**src/rtl/draw_scheduler.sv**
```systemverilog
// Purpose : round-robin scheduler that rasterises rectangles from 4 requesters and full-screen clears into a pixel stream.
// Latency : first pixel one cycle after accept (or clear entry), then one pixel per cycle; back to IDLE the cycle after the last pixel.
// Backpr. : req_ready is a combinational accept strobe, offered to one requester only in IDLE with no clear pending; clears queue until IDLE.
//
// Ports:
//   clock, reset                  system clock, synchronous active-high reset
//   req_valid/req_ready           per-requester handshake (4 bits each)
//   req_x/req_y/req_w/req_h       packed per-requester rectangle operands (w/h are size minus 1)
//   req_colour                    packed per-requester 3-bit fill colour
//   clear_start/clear_colour      one-cycle full-screen clear request and its colour
//   clear_done                    one-cycle pulse on the first IDLE cycle after a clear
//   plot/x/y/colour               registered pixel write port to the VGA adapter
//   busy, grant_id                activity flag and index of the current/last granted requester

module draw_scheduler #(
  parameter int SCREEN_W = 160,
  parameter int SCREEN_H = 120,
  parameter int NUM_REQ  = 4
) (
  input  logic        clock,
  input  logic        reset,
  input  logic [3:0]  req_valid,
  output logic [3:0]  req_ready,
  input  logic [31:0] req_x,
  input  logic [31:0] req_y,
  input  logic [15:0] req_w,
  input  logic [15:0] req_h,
  input  logic [11:0] req_colour,
  input  logic        clear_start,
  input  logic [2:0]  clear_colour,
  output logic        clear_done,
  output logic        plot,
  output logic [7:0]  x,
  output logic [7:0]  y,
  output logic [2:0]  colour,
  output logic        busy,
  output logic [1:0]  grant_id
);

  typedef enum logic [1:0] {IDLE, DRAW, CLEAR} state_t;

  // 9-bit limits so that a carry out of the 8-bit sum lands above the limit
  // and is clipped by the same compare as an off-screen coordinate.
  localparam logic [8:0] SW9     = 9'(SCREEN_W);
  localparam logic [8:0] SH9     = 9'(SCREEN_H);
  localparam logic [7:0] LAST_CX = 8'(SCREEN_W - 1);
  localparam logic [7:0] LAST_CY = 8'(SCREEN_H - 1);

  state_t      state;
  logic [1:0]  rr_ptr;
  logic        clear_pending;
  logic [2:0]  clr_col;

  // latched rectangle
  logic [7:0]  x0_q;
  logic [7:0]  y0_q;
  logic [3:0]  w_q;
  logic [3:0]  h_q;
  logic [2:0]  col_q;

  // raster position of the pixel currently on the output; offsets in DRAW,
  // absolute screen coordinates in CLEAR
  logic [7:0]  cnt_x;
  logic [7:0]  cnt_y;

  // round-robin winner
  logic        win_vld;
  logic [1:0]  win_id;
  logic [1:0]  cand;
  logic [7:0]  win_x;
  logic [7:0]  win_y;
  logic [3:0]  win_w;
  logic [3:0]  win_h;
  logic [2:0]  win_col;
  logic        accept_ok;

  // raster stepping
  logic        wrap_x;
  logic        last_pix;
  logic [7:0]  nxt_x;
  logic [7:0]  nxt_y;
  logic [8:0]  drw_sx;
  logic [8:0]  drw_sy;
  logic        first_on;

  // Search starts at rr_ptr; the 2-bit add wraps modulo 4 for free.
  always_comb begin
    win_vld = 1'b0;
    win_id  = rr_ptr;
    cand    = rr_ptr;
    for (int k = 0; k < NUM_REQ; k++) begin
      cand = rr_ptr + 2'(k);
      if (!win_vld && req_valid[cand]) begin
        win_vld = 1'b1;
        win_id  = cand;
      end
    end
  end

  always_comb begin
    win_x   = '0;
    win_y   = '0;
    win_w   = '0;
    win_h   = '0;
    win_col = '0;
    for (int i = 0; i < NUM_REQ; i++) begin
      if (win_id == 2'(i)) begin
        win_x   = req_x[8*i +: 8];
        win_y   = req_y[8*i +: 8];
        win_w   = req_w[4*i +: 4];
        win_h   = req_h[4*i +: 4];
        win_col = req_colour[3*i +: 3];
      end
    end
  end

  // A clear arriving this very cycle already outranks the requesters, so it
  // blocks the grant just like a clear that is already pending.
  assign accept_ok = (state == IDLE) && !clear_pending && !clear_start && !reset && win_vld;
  assign req_ready = accept_ok ? (4'b0001 << win_id) : 4'b0000;

  always_comb begin
    if (state == CLEAR) begin
      wrap_x   = (cnt_x == LAST_CX);
      last_pix = wrap_x && (cnt_y == LAST_CY);
    end else begin
      wrap_x   = (cnt_x == {4'b0000, w_q});
      last_pix = wrap_x && (cnt_y == {4'b0000, h_q});
    end
    nxt_x = wrap_x ? 8'd0 : cnt_x + 8'd1;
    nxt_y = wrap_x ? cnt_y + 8'd1 : cnt_y;
  end

  assign drw_sx   = {1'b0, x0_q} + {1'b0, nxt_x};
  assign drw_sy   = {1'b0, y0_q} + {1'b0, nxt_y};
  assign first_on = ({1'b0, win_x} < SW9) && ({1'b0, win_y} < SH9);

  assign busy = (state != IDLE);

  always_ff @(posedge clock) begin
    if (reset) begin
      state         <= IDLE;
      rr_ptr        <= 2'd0;
      clear_pending <= 1'b0;
      clr_col       <= 3'd0;
      x0_q          <= 8'd0;
      y0_q          <= 8'd0;
      w_q           <= 4'd0;
      h_q           <= 4'd0;
      col_q         <= 3'd0;
      cnt_x         <= 8'd0;
      cnt_y         <= 8'd0;
      plot          <= 1'b0;
      x             <= 8'd0;
      y             <= 8'd0;
      colour        <= 3'd0;
      clear_done    <= 1'b0;
      grant_id      <= 2'd0;
    end else begin
      clear_done <= 1'b0;

      // A second clear while one is queued or running is dropped.
      if (clear_start && !clear_pending && (state != CLEAR)) begin
        clear_pending <= 1'b1;
        clr_col       <= clear_colour;
      end

      case (state)
        IDLE: begin
          plot <= 1'b0;
          if (clear_pending) begin
            state         <= CLEAR;
            clear_pending <= 1'b0;
            cnt_x         <= 8'd0;
            cnt_y         <= 8'd0;
            plot          <= 1'b1;
            x             <= 8'd0;
            y             <= 8'd0;
            colour        <= clr_col;
          end else if (accept_ok) begin
            state    <= DRAW;
            grant_id <= win_id;
            rr_ptr   <= win_id + 2'd1;
            x0_q     <= win_x;
            y0_q     <= win_y;
            w_q      <= win_w;
            h_q      <= win_h;
            col_q    <= win_col;
            cnt_x    <= 8'd0;
            cnt_y    <= 8'd0;
            // first pixel goes out straight from the request operands
            plot     <= first_on;
            x        <= win_x;
            y        <= win_y;
            colour   <= win_col;
          end
        end

        DRAW: begin
          if (last_pix) begin
            state <= IDLE;
            plot  <= 1'b0;
          end else begin
            cnt_x  <= nxt_x;
            cnt_y  <= nxt_y;
            plot   <= (drw_sx < SW9) && (drw_sy < SH9);
            x      <= drw_sx[7:0];
            y      <= drw_sy[7:0];
            colour <= col_q;
          end
        end

        CLEAR: begin
          if (last_pix) begin
            state      <= IDLE;
            plot       <= 1'b0;
            clear_done <= 1'b1;
          end else begin
            cnt_x  <= nxt_x;
            cnt_y  <= nxt_y;
            plot   <= 1'b1;
            x      <= nxt_x;
            y      <= nxt_y;
            colour <= clr_col;
          end
        end

        default: begin
          state <= IDLE;
          plot  <= 1'b0;
        end
      endcase
    end
  end

endmodule

```
**config.mk**
```make
export PLATFORM = sky130hd
export DESIGN_NAME = draw_scheduler
export DESIGN_NICKNAME = d
export VERILOG_FILES = /design/src/rtl/draw_scheduler.sv
export SDC_FILE = /design/constraint.sdc
export NUM_CORES = 1
export LEC_CHECK = 0
export BUFFER_PORTS_ARGS = -buffer_cell sky130_fd_sc_hd__buf_4
export CELL_PAD_IN_SITES_DETAIL_PLACEMENT = 0
export CELL_PAD_IN_SITES_GLOBAL_PLACEMENT = 1
export CORE_MARGIN = 2
export CORE_UTILIZATION = 38
export DETAILED_ROUTE_END_ITERATION = 16
export PLACE_DENSITY_LB_ADDON = 0.1
export SETUP_SLACK_MARGIN = 0.05
export SYNTH_ARGS = -nofsm -noshare
export SYNTH_HDL_FRONTEND = slang
export SYNTH_SLANG_ARGS = --single-unit
```
**constraint.sdc**
```tcl
create_clock -name clock -period 4 [get_ports clock]
set_input_delay 0.2 -clock clock [delete_from_list [all_inputs] [get_ports clock]]
set_output_delay 0.2 -clock clock [all_outputs]
set_load 0.02 [all_outputs]
```
==> results.ini, run 1 <==
[run_status]
outcome = finished, final reports clean

[clock_network]
clk_latency_ns = 0.34
tritoncts = yes
clock_path_buffers = 2
clkTransAtPathRegs_ns = 0.06
htree_levels = 3
cts_inserted_buffers = 9
post_cts_buffers = 0
ctsRootBufferMaster = clkbuf_16
hold_buffers = 0
cts_num_sinks = 74

[grt]
grt_max_degree = 63
top_usage_layer = met2
met1_usage_pct = 32.8
gr-total-overflow = 0
antenna_found_initial = 0
grtUsageMet2_pct = 39.5
use_met3_pct = 5.41
grt_usage_pct = 24.1
grt_pass1_wl_mm = 30.1
grt_pass1_vias = 5583

[pwr]
power_density_nw_per_um2 = 406
vdd_drop_max_mv = 0.206
p_leak_nw = 3.01

[critical_path]
crit_chain = inv_1 -> ha_1 -> nor3_1 -> nand2_1 -> o21a_2 -> or4_1 -> xnor2_1 -> ha_1 -> nand2_1 -> nand3_1 -> nor4b_1 -> o211ai_1 -> a211o_1 -> o31ai_1
crit_path_top_delay_cell = or4_1
crit_buf_inv = 1
required_ns = 4.25
rr_startpoint = state[0]
cp.arrival_ns = 3.92
worstSetupEndpointType = flip-flop
worst-path-max-fanout = 11
rrSetupSlack_ns = 0.33
start_kind = flip-flop
cpPeakStageDelay_ns = 0.64
cp_num_cells = 14
crit_type = reg2reg
r2r_cells = 14
rr_endpoint = plot
path_delay_family = simple AND/OR/NAND/NOR gates

[synthesis]
ys_seq_elements = 74
syn_inst = 746
syn_nets = 896
ys.flop_type = dfxtp_1
synth_cell_types = 72
yosysWarningCount = 0
yosysSeqAreaShare_pct = 26.7
synth.most_common_cell = a21oi_1
yosysTopAreaCellShare_pct = 26.7
avgSynthCellArea_um2 = 7.44
synth_edf_count = 0
async_flop_share_pct = 0
synth_area_leaders = dfxtp_1 (27%), a21oi_1 (7.9%), ha_1 (6.8%), nor2_1 (5.5%), a211oi_1 (4.6%)
synth_area_leader_cell = dfxtp_1
syn_area_um2 = 5550
ys_top_cells_by_count = a21oi_1 (88), nor2_1 (81), dfxtp_1 (74)

[sta]
finalClockSkew_ns = 0.00571
tns_ns = 0
fmax_mhz = 273
rsz0062_at_grt = false
slew_viol_final = 0
worst_pin_slew_ns = 1.06
setup_viol = 0
slew_headroom_pct = 29.4
finalCriticalPeriod_ns = 3.67
period_share_pct = 91.7
hold_viol = 0

[hold_path]
hold_depth = 3
hp-start = clear_colour[2]
holdPathEnd = clr_col[2]
min_path_type = in2reg

[placement]
dp.cells = 1032
gp_congestion = 0.901
dp_hpwl_mm = 15.0
io_buffers = 145

[floorplan]
die-area_um2 = 15600
initial_core_util_pct = 38.6
coreArea_um2 = 14400
rows = 44
die_h_um = 125
die_x_um = 125
ios = 146

[layout]
antennaDiodeCount = 0
layout.cells.non_filler = 1048
drive_above_1_share_pct = 22.5
area_growth_pct = 27.8
multi_input_area_um2 = 3730
regArea_um2 = 1480
fin_util_pct = 49.3
fill_cells = 1432
nets = 1009

[routing]
vias = 5883
routed_wl_mm = 19.3
ant_nets = 0
routedWlPerCell_um = 18.4
drt-initial-drc-count = 382
drt_pass1_iterations = 5
vias_per_cell = 5.61
route.detailed.drc = 0

[flow_run]
maxCapViolCount = 0

[report_power, final]
group	internal, mW	switching, mW	leakage [nW]
clock network	0.564	0.327	0.159
registers	0.826	0.0667	0.605
logic	0.440	0.656	2.24
total	1.83	1.05	3.01
[through the flow]
step	area (um^2)	power, mW	worst slack, ns	hold WS (ns)
4_1_cts	7090	2.89	0.244	0.0986
6_report	7090	2.88	0.331	0.0986
3_3_place_gp	6760	1.98	0.396	0.440
2_1_floorplan	5550	1.57	0.496	0.347
3_5_place_dp	6760	2.00	0.274	0.445
5_1_grt	7090	3.03	0.0728	0.116
[worst max path at each step]
stage          startpoint   end  slack [ns]
5_1_grt          state[0]  plot        0.07
4_1_cts          cnt_x[1]  plot        0.24
6_report         state[0]  plot        0.33
3_3_place_gp     cnt_x[1]  plot        0.40
3_5_place_dp     cnt_x[1]  plot        0.27
2_1_floorplan    state[0]  plot        0.50
[layout make-up]
cell class,instances,share of cell area (%)
timing repair buffer,159,17.0
clock inverter,6,1.27
inverter,30,1.59
clock buffer,10,3.37
sequential,74,20.9
multi-input combinational,585,52.6
tap,184,3.25
[flip-flops by register name, summed over array words and instances (netlist names), 2 cells and up]
| register | cells |
|---|---|
| x | 8 |
| rr_ptr | 2 |
| y | 8 |
| cnt_x | 8 |
| w_q | 4 |
| clr_col | 3 |
| grant_id | 2 |
| y0_q | 8 |
| state | 2 |
| h_q | 4 |
| colour | 3 |
| col_q | 3 |
| cnt_y | 8 |
| x0_q | 8 |
[cells by family (layout without fill, tap and decap cells)]
family / count (synthesis) / in the layout / share of synthesized area [%]
AO/OA/AOI/OAI: 248 / 248 / 28.2
XOR/XNOR: 29 / 29 / 4.71
adder cells (fa/ha/maj): 32 / 32 / 7.49
buffers and inverters: 87 / 205 / 6.25
flip-flops: 74 / 74 / 26.7
multiplexers: 17 / 17 / 3.09
AND/OR/NAND/NOR: 259 / 259 / 23.6
[placed cells by master, fill, tap and decap left out, types with 7 or more instances in the layout]
cell type  count
a211oi_1      34
a21oi_1       87
a221oi_1      10
a22oi_1       11
a31oi_1       10
and2_1         8
and3_1         7
buf_4        158
clkbuf_16      9
dfxtp_1       74
ha_1          28
inv_1         30
mux2i_1       16
nand2_1       60
nand3_1       18
nand3b_1      16
nor2_1        81
nor2b_1       11
nor3_1        10
o211ai_1      11
o21ai_0       43
o22ai_1        7
or3_1          8
xnor2_1       17
xor2_1        11
[layer usage]
layer | vias to the layer above | wire (um)
met3 | 14 | 1220
met4 | 0 | 225
met2 | 186 | 8850
met1 | 2748 | 9040
met5 | - | 0
li1 | 2935 | -
[worst min-delay path, stage by stage]
cell     delay [ns]
buf_4          0.08
mux2i_1        0.05
nor2_1         0.07
[what timing repair did]
action | CTS | global route
endpoints found under the setup margin | 0 | 1
resized for setup | 0 | 2
endpoints found under the hold margin | 0 | 0
Note: power is estimated with default switching activity, not from simulation.
==> run 2: changes to the inputs <==
--- a/config.mk
+++ b/config.mk
@@ -11,6 +11,7 @@
 export CORE_MARGIN = 2
 export CORE_UTILIZATION = 38
 export DETAILED_ROUTE_END_ITERATION = 16
+export GPL_TIMING_DRIVEN = 0
 export PLACE_DENSITY_LB_ADDON = 0.1
 export SETUP_SLACK_MARGIN = 0.05
 export SYNTH_ARGS = -nofsm -noshare
==> results.ini, run 2 (synthesis gave the netlist of run 1 again) <==
[grt]
grt_usage_pct = 27.1
grt_pass1_wl_mm = 33.2
antenna_found_initial = 1
gr-total-overflow = 0
grt_max_degree = 14
grt_pass1_vias = 6018

[clock_network]
clk_latency_ns = 0.35
cts_num_sinks = 74
tritoncts = yes
cts_inserted_buffers = 9
htree_levels = 3
hold_buffers = 0
clkTransAtPathRegs_ns = 0.06
clock_path_buffers = 2
ctsRootBufferMaster = clkbuf_16

[routing]
routed_wl_mm = 21.8
vias_per_cell = 5.69
drt-initial-drc-count = 513
route.detailed.drc = 0
routedWlPerCell_um = 20.0
ant_nets = 0
drt_pass1_iterations = 5
vias = 6222

[layout]
nets = 1053
multi_input_area_um2 = 3760
drive_above_1_share_pct = 20.9
fill_cells = 1426
final_cell_mix = buf_4 (146), a21oi_1 (87), nor2_1 (81)
regArea_um2 = 1480
fin_util_pct = 50.3
final_common_cell = buf_4
area_growth_pct = 30.3

[pwr]
p_leak_nw = 3.03
swShare_pct = 38.8
clkPwrFrac_pct = 29.0
power_density_nw_per_um2 = 400
seq_power_share_pct = 30.8
switching_power_mw = 1.12
power_frac_comb_pct = 40.2
intPower_mw = 1.77
vdd_drop_max_mv = 0.242

[sta]
setup_viol = 0
period_share_pct = 96.6
worst_pin_slew_ns = 1.08
final.setup.worst_slack_ns = 0.138
fmax_mhz = 259
finalCriticalPeriod_ns = 3.86
rsz0062_at_grt = false
hold_viol = 0
tns_ns = 0
slew_headroom_pct = 28.0
slew_viol_final = 0
finalClockSkew_ns = 0.0134

[floorplan]
rows = 44
die-area_um2 = 15600
die_h_um = 125
ios = 146
coreArea_um2 = 14400
initial_core_util_pct = 38.6
die_x_um = 125

[critical_path]
cp.arrival_ns = 4.08
worst-path-max-fanout = 10
worstSetupEndpointType = flip-flop
start_kind = flip-flop
r2r_cells = 14
required_ns = 4.22
crit_type = reg2reg

[placement]
io_buffers = 144
dp_slack_ns = -0.260
dp_hpwl_mm = 17.4
gp_congestion = 0.924

[hold_path]
min_path_type = in2reg
hold_depth = 3

[run_status]
outcome = finished, final reports clean

[flow_run]
maxCapViolCount = 0

[run 2: cell count changes in the layout (fill, tap and decap cells not counted), sizes merged]
cell | before | now
clkbuf | 10 | 55
buf | 159 | 158
clkinv | 3 | 5
bufinv | 2 | 1
clkinvlp | 1 | 0
diode | 0 | 1
[run 2: cell type report]
class	instances	area share (%)
antenna	1	0.0346
buffer	57	3.34
clock buffer	10	3.31
clock inverter	6	0.917
inverter	30	1.56
multi-input combinational	585	52.0
sequential	74	20.5
tap	184	3.18
timing repair buffer	146	15.2
[run 2: worst paths after layout]
| kind | slack, ns | end | from |
|---|---|---|---|
| max | 0.14 | plot | state[0] |
| min | 0.10 | clr_col[2] | clear_colour[2] |
| max reg2reg | 0.14 | plot | state[0] |
| min reg2reg | 0.50 | cnt_x[7] | cnt_x[7] |
[run 2: routing by layer]
metal | track usage [%] | part of all wire [%]
met5 | 0 | 0
met4 | 8.63 | 2.3
met3 | 6.49 | 8.1
met2 | 46.4 | 47
met1 | 33.5 | 42
[run 2: worst max-delay path: stages, from the launching register on]
cell and delay (ns):
dfxtp_1 0.36, inv_1 0.09, ha_2 0.24, nor3_1 0.14
nand2_1 0.25, o21ai_4 0.27, clkbuf_4 0.28, nor2_1 0.08
ha_1 0.36, o21ai_0 0.18, o21ai_0 0.23, or3b_2 0.52
o311a_1 0.31, o211a_1 0.11, o31ai_1 0.31
[run 2: through the flow]
stage	power [mW]	hold WS [ns]	area, um^2	cells
6_report	2.89	0.104	7230	1093
5_1_grt	3.04	0.104	7230	1093
4_1_cts	2.87	0.0995	7170	1090
3_5_place_dp	2.03	0.451	6860	1074
3_3_place_gp	2.02	0.440	6860	1074
2_1_floorplan	1.57	0.347	5550	746
[run 2: power by group through the flow]
stage          Combinational [mW]  Clock, mW  Sequential, mW
2_1_floorplan               0.622          0           0.948
3_3_place_gp                 1.12          0           0.902
3_5_place_dp                 1.12          0           0.906
4_1_cts                      1.13      0.849           0.891
5_1_grt                      1.26      0.873           0.901
6_report                     1.16      0.839           0.892
[run 2: repair_timing]
action / 4_1_cts / 5_1_grt
buffers inserted: 0 / 2
setup endpoints to repair: 3 / 4
resized for setup: 4 / 9
hold endpoints to repair: 0 / 0
pin swaps: 0 / 1
==> run 3: changes to the inputs <==
--- a/config.mk
+++ b/config.mk
@@ -5,11 +5,12 @@
 export SDC_FILE = /design/constraint.sdc
 export NUM_CORES = 1
 export LEC_CHECK = 0
+export ABC_AREA = 1
 export BUFFER_PORTS_ARGS = -buffer_cell sky130_fd_sc_hd__buf_4
 export CELL_PAD_IN_SITES_DETAIL_PLACEMENT = 0
 export CELL_PAD_IN_SITES_GLOBAL_PLACEMENT = 1
 export CORE_MARGIN = 2
-export CORE_UTILIZATION = 38
+export CORE_UTILIZATION = 37
 export DETAILED_ROUTE_END_ITERATION = 16
 export GPL_TIMING_DRIVEN = 0
 export PLACE_DENSITY_LB_ADDON = 0.1
==> results.ini, run 3 <==
[synthesis]
syn_nets = 1154
yosysSeqAreaShare_pct = 24.2
async_flop_share_pct = 0
synth_edf_count = 0
yosysWarningCount = 0
synth_area_leader_cell = dfxtp_1
syn_inst = 1004
ys_top_cells_by_count = nand2_1 (310), inv_1 (109), nor2_1 (104)
yosysTopAreaCellShare_pct = 24.2
synth_area_leaders = dfxtp_1 (24%), nand2_1 (19%), inv_1 (6.7%), nor2_1 (6.4%), ha_1 (6.1%)
syn_area_um2 = 6110
avgSynthCellArea_um2 = 6.09
synth.most_common_cell = nand2_1
synth_cell_types = 48
ys_seq_elements = 74
ys.flop_type = dfxtp_1

[critical_path]
required_ns = 4.23
r2r_cells = 22
crit_path_top_delay_cell = dfxtp_1
cpPeakStageDelay_ns = 0.56
rr_endpoint = plot
crit_buf_inv = 2
crit_chain = ha_1 -> nand2_2 -> nor2_4 -> nand3_1 -> nand2_1 -> nand2_1 -> nand2_1 -> and2_1 -> ha_1 -> inv_1 -> fa_1 -> inv_1 -> nand3_1 -> nand2_1 -> nand2_1 -> nand2_1 -> nor2_1 -> nand3_1 -> nand2_1 -> nor2_1 -> nor2_1 -> nor2_1
crit_path_frequent_cell = nand2_1
cp.arrival_ns = 3.84
path_delay_family = simple AND/OR/NAND/NOR gates
worstSetupEndpointType = flip-flop
crit_type = reg2reg
rr_startpoint = cnt_x[0]
rrSetupSlack_ns = 0.39
start_kind = flip-flop
worst-path-max-fanout = 8

[clock_network]
clock_path_buffers = 2
ctsRootBufferMaster = clkbuf_16
cts_num_sinks = 74
post_cts_resized = 0
hold_buffers = 0
clk_latency_ns = 0.34
post_cts_buffers = 0
tritoncts = yes
cts_inserted_buffers = 9
htree_levels = 3
clkTransAtPathRegs_ns = 0.06

[hold_path]
min_path_type = in2reg
holdPathEnd = clr_col[2]
hp-start = clear_colour[2]
hold_depth = 3

[layout]
area_growth_pct = 26.7
design_area_um2 = 7750
antennaDiodeCount = 0
nets = 1310
multi_input_area_um2 = 3990
fill_cells = 1814
regArea_um2 = 1480
final_cell_mix = nand2_1 (310), buf_4 (146), inv_1 (109)
drive_above_1_share_pct = 20.8
final_common_cell = nand2_1

[routing]
routed.top_layer = met4
vias = 6906
met1_length_mm = 10.9
routedWlPerCell_um = 16.7
drt-initial-drc-count = 565
dr_wl_met2_mm = 10.3
vias_per_cell = 5.02
wl_met3_mm = 1.50
route.detailed.drc = 0
ant_nets = 0
drt_pass1_iterations = 5
routed_wl_mm = 23.0

[grt]
grt_max_degree = 11
gr-total-overflow = 0
grt_usage_pct = 25.8
grt_pass1_vias = 6458
antenna_found_initial = 0
grt_pass1_wl_mm = 35.2

[sta]
worst_pin_slew_ns = 0.795
setup_viol = 0
slew_headroom_pct = 47.0
rsz0062_at_grt = false
slew_viol_final = 0
finalClockSkew_ns = 0.00766
hold_viol = 0
hold_ws_ns = 0.150
final.setup.worst_slack_ns = 0.390
period_share_pct = 90.3
finalCriticalPeriod_ns = 3.61
tns_ns = 0
fmax_mhz = 277

[pwr]
power_density_nw_per_um2 = 866
p_leak_nw = 3.87
vdd_drop_max_mv = 0.368

[placement]
placed_area_um2 = 7470
gp_congestion = 0.885
dp_slack_ns = 0.340
dp_hpwl_mm = 18.6
io_buffers = 145

[floorplan]
ios = 146
die_x_um = 133
die-area_um2 = 17600
die_h_um = 133
rows = 46
initial_core_util_pct = 38.2
coreArea_um2 = 16000

[run_status]
outcome = finished, final reports clean

[flow_run]
maxCapViolCount = 0

run 3: cell types whose count changed after synthesis, moves of 19 or more:
cell / before / now
nand3_1: 18 / 68
a21oi_2: 0 / 19
a21oi_1: 88 / 68
a211oi_1: 34 / 4
inv_1: 30 / 109
nand2_1: 60 / 310
clkbuf_1: 44 / 24
nor2_1: 81 / 104
run 3: kinds of logic (layout without fill, tap and decap cells):
family | count (synthesis) | in the layout | synth area share, %
compound gates | 185 | 185 | 17.8
xor+xnor | 13 | 13 | 1.86
fa+ha+maj | 32 | 32 | 6.79
buf+inv | 159 | 316 | 11.0
flops | 74 | 74 | 24.2
simple gates | 541 | 541 | 38.2
run 3: worst min-delay path: stages:
cell and delay (ns):
buf_4 0.07, o21ai_0 0.07, a21oi_1 0.10
run 3: where the power goes:
part           switching, mW  total (mW)  leakage, nW  internal (mW)
Clock                  0.302       0.724        0.123          0.422
Sequential             0.142        1.07        0.606          0.925
Combinational           3.33        4.92         3.14           1.59
run 3: metal layers:
metal	up-vias	global-route usage [%]
met5	-	0
met4	0	5.91
met3	17	4.67
met2	260	41.9
met1	3089	35.5
li1	3540	-
run 3: worst max path at each step:
stage / slack (ns) / cells after the start / startpoint / end
4_1_cts: 0.32 / 22 / rr_ptr[1] / x[3]
2_1_floorplan: 1.25 / 20 / rr_ptr[0] / y[2]
5_1_grt: 0.05 / 21 / cnt_x[0] / plot
3_3_place_gp: 0.32 / 22 / rr_ptr[1] / x[3]
6_report: 0.39 / 22 / cnt_x[0] / plot
3_5_place_dp: 0.34 / 22 / rr_ptr[1] / x[3]
run 3: area by class of cell:
class	instances	share of cell area, %
multi-input cells	771	51.4
flip-flops and latches	74	19.1
repair buffers	145	14.0
inverters	116	5.68
well taps	216	3.49
clock buffers	11	3.13
plain buffers	43	3.02
clock inverters	1	0.0646
run 3: through the flow:
stage	total power, mW	util, %	instances
6_report	6.71	48.4	1377
5_1_grt	7.31	48.4	1377
4_1_cts	6.62	48.3	1377
3_5_place_dp	5.88	46.7	1365
3_3_place_gp	5.88	46.7	1365
2_1_floorplan	4.37	-	1004
